===== config.mk =====
export PLATFORM = sky130hd
export DESIGN_NAME = mem_wb_stage
export DESIGN_NICKNAME = d
export VERILOG_FILES = /design/src/rtl/mem_wb_stage.sv
export SDC_FILE = /design/constraint.sdc
export NUM_CORES = 1
export LEC_CHECK = 0
export CAP_MARGIN = 20
export CORE_ASPECT_RATIO = 0.7
export CORE_UTILIZATION = 43
export DETAILED_ROUTE_END_ITERATION = 8
export PLACE_DENSITY = 0.95
export SLEW_MARGIN = 20
export SYNTH_ARGS = -nofsm -noshare
export SYNTH_HDL_FRONTEND = slang
export SYNTH_SLANG_ARGS = --single-unit
export TNS_END_PERCENT = 20

===== constraint.sdc =====
create_clock -name clk -period 3.8 [get_ports clk]
set_input_delay 0.57 -clock clk [delete_from_list [all_inputs] [get_ports clk]]
set_output_delay 0.57 -clock clk [all_outputs]
set_load 0.03 [all_outputs]

===== src/rtl/mem_wb_stage.sv =====
// MEM/WB pipeline register with writeback source select, halt/dump sequencing
// and a saturating retire counter.
module mem_wb_stage #(
  parameter int DW = 16,
  parameter int RW = 3
) (
  input  logic          clk,
  input  logic          rst,
  input  logic          in_valid,
  input  logic          flush,
  input  logic [DW-1:0] mem_out,
  input  logic [DW-1:0] ALU_out_out,
  input  logic [DW-1:0] pc_inc,
  input  logic [1:0]    wb_sel,
  input  logic          reg_write,
  input  logic [RW-1:0] dest_reg,
  input  logic          halt_in,
  output logic [DW-1:0] wb_data,
  output logic [RW-1:0] wb_reg,
  output logic          wb_en,
  output logic          wb_valid,
  output logic          createdump,
  output logic          halted,
  output logic          sel_err,
  output logic [15:0]   retire_cnt
);

  typedef enum logic [1:0] {
    RUN    = 2'b00,
    DUMP   = 2'b01,
    HALTED = 2'b10
  } state_t;

  state_t        state, state_next;
  logic          load;
  logic          sel_legal;
  logic [DW-1:0] sel_data;

  // Only a live, unflushed instruction in RUN enters the register; all else is a bubble.
  assign load = in_valid & ~flush & (state == RUN);

  always_comb begin
    sel_data  = '0;
    sel_legal = 1'b1;
    case (wb_sel)
      2'b00:   sel_data = ALU_out_out;
      2'b01:   sel_data = mem_out;
      2'b10:   sel_data = pc_inc;
      default: sel_legal = 1'b0;
    endcase
  end

  always_comb begin
    state_next = state;
    case (state)
      RUN:     if (load && halt_in) state_next = DUMP;
      DUMP:    state_next = HALTED;
      HALTED:  state_next = HALTED;
      default: state_next = RUN;
    endcase
  end

  always_ff @(posedge clk or negedge rst) begin
    if (!rst) begin
      state <= RUN;
    end else begin
      state <= state_next;
    end
  end

  always_ff @(posedge clk or negedge rst) begin
    if (!rst) begin
      wb_data    <= '0;
      wb_reg     <= '0;
      wb_en      <= 1'b0;
      wb_valid   <= 1'b0;
      sel_err    <= 1'b0;
      retire_cnt <= '0;
    end else if (load) begin
      wb_data  <= sel_data;
      wb_reg   <= dest_reg;
      wb_en    <= reg_write & ~halt_in & sel_legal;
      wb_valid <= 1'b1;
      if (!sel_legal) begin
        sel_err <= 1'b1;
      end
      // Counter holds at all-ones rather than wrapping.
      if (retire_cnt != 16'hFFFF) begin
        retire_cnt <= retire_cnt + 16'd1;
      end
    end else begin
      wb_data  <= '0;
      wb_reg   <= '0;
      wb_en    <= 1'b0;
      wb_valid <= 1'b0;
    end
  end

  assign createdump = (state == DUMP);
  assign halted     = (state == HALTED);

endmodule


==> impl_results.md <==
* Result of the run: finished clean
* Root Buffer: clkbuf_8
* Share of power burned in registers at 41.1%
* Number of clock sinks at 40
* Die W at 82.3 um
* Main combinational cell family by area after synthesis: simple AND/OR/NAND/NOR gates
* Max Slew Vio Count at 0
* Endpoint arrival time on the critical path at 2.47 ns
* Achievable frequency at 0.443 GHz
* Vias in the first global route at 1648
* Synth Area in Adders at 3.23%
* Xor/xnor cell area share of the yosys netlist at 4.52%
* Multiplexer share of the synthesized area at 9.42%
* Fill cells at 329
* Most used DFF post-synth: dfrtp_1
* Slowest stage cell, crit path: clkdlybuf4s50_1
* Die Ht at 58.2 um
* Setup TNS at 0 ns
* CTS tree: done
* Share of cells above drive strength 1 at 5.88%
* Simple-gate portion of the synthesized area at 20.9%
* Type of the tightest min-delay check: primary input to asynchronous set/reset pin
* Slowest stage delay, CP at 0.89 ns
* EDFF count, synth at 0
* Routed via count at 1757
* Cell area reported after detailed placement at 2970 um^2
* Cell total after placement at 336
* Total internal power at 0.842 mW
* Antenna viol nets, final at 0
* Number of buffer and inverter stages on the critical path at 1
* Buffers added on ports at 98
* Global-route wire length before repair at 7650 um
* Count of max-cap constraint violations at 0
* Count of endpoints failing hold in the final timing report at 0
* Pre-Repair DR Iteration Count at 4
* Worst VDD drop at 378 uV
* CP cell instances: clkdlybuf4s50_1 -> nor2b_2 -> a21oi_1 -> nor2_1
* Synth Register Bits at 40
* Switching power share of the total at 34.0%
* Number of vias per cell at 5.11
* Hold bufs inserted after CTS at 0
* Min cycle time layout at 2.26 ns
* Maximum buffer depth of the clock tree at 2
* Destination of the worst register-to-register timing path: retire_cnt[14]$_DFFE_PN0P_
* Grt total ovfl at 0
* Async set-or-reset flop fraction in the synthesized netlist at 100%
* DRC violations left at 0
* Final instance area at 3060 um^2
* Cts bufs inserted at 5
* Cell count of the worst reg-to-reg path at 8
* Setup crit end: wb_data[13]$_DFF_PN0_
* Synth Area in Compound Gates at 7.61%
* Worst Path Max Fanout at 19
* Leakage component of the power at 1.38 nW
* Setup repair bufs after CTS at 0
* Inserted Diodes at 0
* Largest delay share family, worst path: buffers and inverters
* Unrepaired setup endpoints after global routing: no
* Endpoint kind of the worst setup timing path: register
* Syn Inst Count at 189
* Aggregate routed wire length at 4770 um
* Total die area at 4790 um^2
* Actual transition at the worst max-transition pin at 0.853 ns
* Worst clock skew at 0.00836 ns
* Element type at the critical path start: primary input
* Drt wl/cell at 13.9 um
* Placed wire-length estimate at 3690 um
* Starting density of the core at 44.8%
* Rel. slew slack at 43.1%
* Most used cells in the layout excluding fill and tap cells: 97 x clkdlybuf4s50_1, 40 x dfrtp_1, 38 x nor2_1
* Distinct cell type count after synthesis at 32
* Final worst slack at 1.54 ns
* Clock slew at reported path FFs at 0.08 ns
* Share of total power in combinational logic at 36.7%
* Clock latency reported for the late side of the worst-skew pair at 0.28 ns
* Proportion of synthesized chip area in sequential cells at 51.6%
* Setup violation total in the final timing report at 0
* Power share of the clock group at 22.2%
* Total power density per cell area at 417 nW/um^2
* Pin count of the biggest net entering global routing at 41
* Startpoint of the lowest-slack register-to-register path: state[0]$_DFFE_PN0P_
* Final nets at 352
* Syn Std Cell Area at 1940 um^2
* Number of rows in the core area at 20
* Setup Slack @ Placement at 0.978 ns
* H-tree depth at 2
* Register-to-register setup slack at 1.74 ns
* Post-cts gate resize count at 0
* Most common library cell in the layout ignoring fill and taps: clkdlybuf4s50_1
* Synthesized Nets at 253
* Area inside the core boundary at 4330 um^2
* Source of the critical timing path: wb_sel[0]
* Total global-route track usage at 21.4%
* Number of violations reported at the end of detailed-routing iteration 0 at 76
* Final Instance Count excl. Fillers at 344
* Count of yosys warnings during synthesis at 0
* Critical path class: primary input to register
* Area grow syn2layout at 57.7%
* Average cell area after synthesis at 10.3 um^2
* Overall Power at 1.28 mW
* Levels on crit path at 4
* Antenna violations before repair at 0
* Placer Congestion at 0.857
* Data required, critical path at 4.01 ns
* Sw Pwr at 0.434 mW
* Top-level I/O count at 99
* Share of the cycle needed by the critical path after routing at 59.4%
## layout make-up
class | count | area (um^2) | area share (%)
Inverter | 5 | 18.8 | 0.614
Multi-Input combinational cell | 136 | 888 | 29.1
Timing Repair Buffer | 100 | 991 | 32.4
Sequential cell | 40 | 1000 | 32.7
Clock buffer | 8 | 90.1 | 2.95
Tap cell | 55 | 68.8 | 2.25
## power by group through the flow
stage	clock [mW]	combinational, mW	sequential, mW
floorplan	0	0.170	0.617
global placement	0	0.454	0.530
detailed placement	0	0.467	0.533
CTS	0.291	0.472	0.525
global route	0.306	0.513	0.533
finish	0.283	0.468	0.524
## logic make-up (layout without fill, tap and decap cells)
group,Yosys count,after routing
buffers and inverters,13,113
multiplexers,18,18
AO/OA/AOI/OAI,27,27
adder cells (fa/ha/maj),5,5
flip-flops,40,40
XOR/XNOR,10,10
AND/OR/NAND/NOR,76,76
## through the flow
| step | hold slack [ns] | util, % |
|---|---|---|
| floorplan | 0.274 | - |
| global placement | 0.450 | 68.5 |
| detailed placement | 0.459 | 68.5 |
| CTS | 0.424 | 70.6 |
| global route | 0.468 | 70.6 |
| finish | 0.394 | 70.6 |
## worst reg2reg max path, stage by stage (launching register included)
cell and delay (ns):
dfrtp_1 0.38, inv_1 0.13, ha_1 0.21, nand3b_1 0.09, buf_4 0.21, clkinv_1 0.19
nand3_1 0.21, nor4bb_1 0.40, xor2_1 0.17
## how the worst min path moves through the flow
stage	from	to	slack (ns)	cells after the start
2_1_floorplan	rst	retire_cnt[0]$_DFFE_PN0P_	0.27	0
3_3_place_gp	sel_err$_DFFE_PN0P_	sel_err$_DFFE_PN0P_	0.45	1
3_5_place_dp	sel_err$_DFFE_PN0P_	sel_err$_DFFE_PN0P_	0.46	1
4_1_cts	rst	retire_cnt[14]$_DFFE_PN0P_	0.42	1
5_1_grt	rst	retire_cnt[14]$_DFFE_PN0P_	0.47	1
6_report	rst	wb_reg[1]$_DFF_PN0_	0.39	1
## synthesized netlist by cell type, types with 4 or more instances
cell type  number  share of area (%)
mux2i_1        16                8.3
nand2_1         7                1.4
inv_1           4               0.77
clkbuf_1        5               0.97
and2_1          4                1.3
nand3_1         6                1.5
dfrtp_1        40                 52
a21oi_1        20                5.2
nor2_1         38                7.4
xor2_1          6                2.7
ha_1            5                3.2
xnor2_1         4                1.8
nand3b_1        4                1.5
## per-layer routing
layer | share of wire, % | up-vias | global-route usage [%] | wire length [um]
li1 | - | 851 | - | -
met1 | 42 | 832 | 26.4 | 2000
met2 | 50 | 68 | 36.0 | 2380
met3 | 7.5 | 6 | 7.24 | 357
met4 | 0.69 | 0 | 5.51 | 33
met5 | 0 | - | 0 | 0
(Power assumes the default switching activity.)
==> edit 1 (same settings) <==
Put a register stage on the outputs `createdump` and `halted`, cleared by the reset. The values now appear one clock later. The other outputs are not delayed to match.
--- a/src/rtl/mem_wb_stage.sv
+++ b/src/rtl/mem_wb_stage.sv
@@ -98,4 +98,11 @@
 
-  assign createdump = (state == DUMP);
-  assign halted     = (state == HALTED);
+  always_ff @(posedge clk or negedge rst) begin
+    if (!rst) begin
+      createdump <= '0;
+      halted     <= '0;
+    end else begin
+      createdump <= (state == DUMP);
+      halted     <= (state == HALTED);
+    end
+  end
 
Check against the original RTL: not equivalent (Yosys sat finds a counterexample within 4 cycles, from zero or initial values and one cycle with rst low).
==> edit 1 against the unedited design <==
Clock power is 18% higher; final area grew 1.9%; maximum frequency is 6.3% higher; synthesized area rose by 1.7%; routed wire length down 0.48%; largest cell class unchanged; critical path type unchanged; total power rose by 6.0%; worst setup slack improved by 130 ps; clock skew is 3.4 ps lower; combinational power down 1%; register-to-register slack better by 20 ps; sequential cell count grew 2; via count is 1.6% lower.
==> edit 1: results (changes against the unedited design) <==
* Synth cell count leaders: 42 x dfrtp_1, 37 x nor2_1, 17 x a21oi_1 (was 40 x dfrtp_1, 38 x nor2_1, 20 x a21oi_1)
* Met2 Use GR at 0.378 (was 0.360)
* Post-synth net total at 252 (was 253)
* Pre-CTS WS at 1280 ps (was 978 ps)
* Via count at 1729 (was 1757)
* Overall Global Routing Usage at 0.213 (was 0.214)
* Int Pwr at 924 uW (was 842 uW)
* R2R setup slack at 1760 ps (was 1740 ps)
* GR met3 Demand/Resource at 0.0575 (was 0.0724)
* CP peak stage delay at 410 ps (was 890 ps)
* Sum of net half-perimeters after detailed placement at 3640 um (was 3690 um)
* Met1 Wirelength at 1930 um (was 2000 um)
* Synthesized instance count at 188 (was 189)
* Clock-pin slew on the worst setup and hold paths at ~70 ps
* Synth cell types at 31 (was 32)
* Largest net degree at the start of global routing at 43 (was 41)
* Sequential Power at 557 uW (was 524 uW)
* CP Max Fanout at 22 (was 19)
* Avg WL per Cell at 13.8 um (was 13.9 um)
* Ratio of cells with drive above 1 in the final layout at 0.0623 (was 0.0588)
* Clk_skew at 4.93 ps (was 8.36 ps)
* Met3 Wirelength at 316 um (was 357 um)
* Adder-Cell Fraction of Synth Area at 0.0317 (was 0.0323)
* DR vias/cell at 5.03 (was 5.11)
* Status: completed (unchanged)
* Main area contributors after synthesis: dfrtp_1 53%, mux2i_1 8.1%, nor2_1 7.0% (was dfrtp_1 52%, mux2i_1 8.3%, nor2_1 7.4%)
* Power Combinational at 462 uW (was 468 uW)
* Area after DPL at 3010 um^2 (was 2970 um^2)
* Met1 GRT Util at 0.254 (was 0.264)
* WL met2 at 2410 um (was 2380 um)
* Worst vdd ir at 322 uV (was 378 uV)
* P_leak at 1.45 nW (was 1.38 nW)
* XOR/XNOR Fraction of Synth Area at 0.0577 (was 0.0452)
* Min Hold Slack at 412 ps (was 394 ps)
* P_sw at 428 uW (was 434 uW)
* Post-synthesis mux area share at 0.0945 (was 0.0942)
==> edit 1: final timing paths <==
| check | from | endpoint | cells after the start |
|---|---|---|---|
| max reg2reg | state[0] | retire_cnt[15] | 8 |
| min | rst | wb_data[10] | 1 |
| max | flush | retire_cnt[15] | 7 |
| min in group clk | sel_err | sel_err | 1 |
| min reg2reg | sel_err | sel_err | 1 |
| max in group asynchronous | rst | wb_data[15] | 1 |
==> edit 1: cell families (layout without fill, tap and decap cells) <==
| kind of cell | after synthesis | in the layout |
|---|---|---|
| AND/OR/NAND/NOR | 73 | 73 |
| flip-flops | 42 | 42 |
| AO/OA/AOI/OAI | 24 | 24 |
| multiplexers | 18 | 18 |
| XOR/XNOR | 13 | 13 |
| buffers and inverters | 13 | 114 |
| adder cells (fa/ha/maj) | 5 | 5 |
==> edit 1: cell type report <==
cell class,count,area (um^2)
clock inverters,1,30.0
well taps,55,68.8
inverters,5,18.8
clock buffers,7,76.3
flip-flops and latches,42,1050
fillers,342,1260
multi-input cells,133,872
repair buffers,101,998
==> edit 2 (same flow settings) <==
Without the edit above. Change the parameter `RW` from 3 to 6.
--- a/src/rtl/mem_wb_stage.sv
+++ b/src/rtl/mem_wb_stage.sv
@@ -4,3 +4,3 @@
   parameter int DW = 16,
-  parameter int RW = 3
+  parameter int RW = 6
 ) (
Ports: changed (resized dest_reg and wb_reg); port bits go from 99 to 105. No check against the original RTL was run, so the function may have changed too.
==> edit 2 against the unedited design <==
Total power is 4.8% higher; first-iteration DRC count up 54%; non-clock buffer count increased by 5; routed wire length increased by 12%; maximum frequency hardly changed; synthesized area up 7.5%; register-to-register slack lost 130 ps; die area increased by 7.3%; sequential cell count grew 3; final area increased by 6.3%; sequential share of layout area increased by 0.38 points; worst setup slack worse by 1.4 ps; critical path type unchanged; critical endpoint is now retire_cnt[15].
==> edit 2: results (changes against the unedited design) <==
* Status: completed (unchanged)
* XOR/XNOR Fraction of Synth Area at 0.0462 (was 0.0452)
* Synthesized area per cell at 10.6 um^2 (was 10.3 um^2)
* Slew margin rel. at 0.375 (was 0.431)
* Post-synthesis mux area share at 0.0948 (was 0.0942)
* Largest net degree at the start of global routing at 44 (was 41)
* Final wirelength at 5350 um (was 4770 um)
* Clk_skew at 9.11 ps (was 8.36 ps)
* Ratio of cells with drive above 1 in the final layout at 0.0731 (was 0.0588)
* Sum of net half-perimeters after detailed placement at 4020 um (was 3690 um)
* CP max stage cell: clkdlybuf4s50_1 (unchanged)
* Worst vdd ir at 338 uV (was 378 uV)
* Min Hold Slack at 411 ps (was 394 ps)
* P_leak at 1.49 nW (was 1.38 nW)
* Compound-Gate Fraction of Synth Area at 0.0708 (was 0.0761)
* DR vias/cell at 5.11 (about the same)
* DRT iter0 DRCs at 117 (was 76)
* Post-synth net total at 263 (was 253)
* CP peak stage delay at 550 ps (was 890 ps)
* I/O Buffers at 104 (was 98)
* Final RePlAce weighted congestion at 0.853 (was 0.857)
* Synth cell count leaders: 43 x dfrtp_1, 39 x nor2_1, 16 x a21oi_1, 16 x mux2i_1 (was 40 x dfrtp_1, 38 x nor2_1, 20 x a21oi_1)
* First-pass GRT wire length at 8640 um (was 7650 um)
* Post-route clock period utilization at 0.594 (about the same)
* Int Pwr at 869 uW (was 842 uW)
* Avg WL per Cell at 15.0 um (was 13.9 um)
* Synth cell types at 38 (was 32)
* Overall Global Routing Usage at 0.224 (was 0.214)
* Area after DPL at 3160 um^2 (was 2970 um^2)
* Vias in the first global route at 1842 (was 1648)
* Layout Nets at 367 (was 352)
* Dpl cells at 348 (was 336)
* Delay-heaviest family, CP: buffers and inverters (unchanged)
* Main area contributors after synthesis: dfrtp_1 52%, mux2i_1 7.7%, nor2_1 7.0% (was dfrtp_1 52%, mux2i_1 8.3%, nor2_1 7.4%)
* Post-synthesis sequential area ratio at 0.516 (about the same)
* Pre-CTS WS at 1010 ps (was 978 ps)
* Adder-Cell Fraction of Synth Area at 0.0300 (was 0.0323)
* CP Max Fanout at 19 (unchanged)
* R2R setup slack at 1610 ps (was 1740 ps)
* Fillers at 315 (was 329)
* Worst-Skew Late Latency at 300 ps (was 280 ps)
[edit 2: cell count changes in the layout (fill, tap and decap cells not counted), moves of 2 or more]
| cell | before | now |
|---|---|---|
| and2_1 | 4 | 7 |
| nand4_2 | 0 | 3 |
| o41ai_1 | 0 | 2 |
| nand3b_1 | 4 | 1 |
| a21oi_1 | 20 | 16 |
| dfrtp_1 | 40 | 43 |
| clkdlybuf4s50_1 | 97 | 103 |
[edit 2: power by group through the flow]
stage / combinational, mW / clock [mW] / sequential (mW)
after floorplan: 0.184 / 0 / 0.651
after global placement: 0.477 / 0 / 0.567
after detailed placement: 0.494 / 0 / 0.570
after CTS: 0.496 / 0.286 / 0.562
after global routing: 0.531 / 0.307 / 0.568
final: 0.494 / 0.282 / 0.561
[edit 2: logic make-up after synthesis]
| family | count (synthesis) |
|---|---|
| simple gates | 80 |
| flops | 43 |
| compound gates | 25 |
| mux | 19 |
| buf+inv | 13 |
| xor+xnor | 11 |
| fa+ha+maj | 5 |
[edit 2: path summary, 6_finish.rpt]
check / start / endpoint / cells after the start
max: in_valid / retire_cnt[15] / 6
min in group clk: sel_err / sel_err / 1
min: rst / wb_reg[1] / 1
max reg2reg: state[0] / retire_cnt[15] / 7
max in group asynchronous: rst / wb_en / 1
min reg2reg: sel_err / sel_err / 1
[edit 2: final cells by class]
cell class,count,area (um^2),share of cell area
clock buffers,6,72.6,0.0223
clock inverters,2,12.5,0.00385
well taps,55,68.8,0.0212
repair buffers,105,1040,0.321
flip-flops and latches,43,1080,0.331
multi-input cells,140,957,0.295
inverters,5,18.8,0.00578
[edit 2: layer usage]
layer  track usage  vias up  part of all wire
li1              -      884                 -
met1         0.276      854              0.44
met2         0.392       75              0.46
met3        0.0649        6             0.086
met4        0.0630        0             0.010
met5             0        -                 0
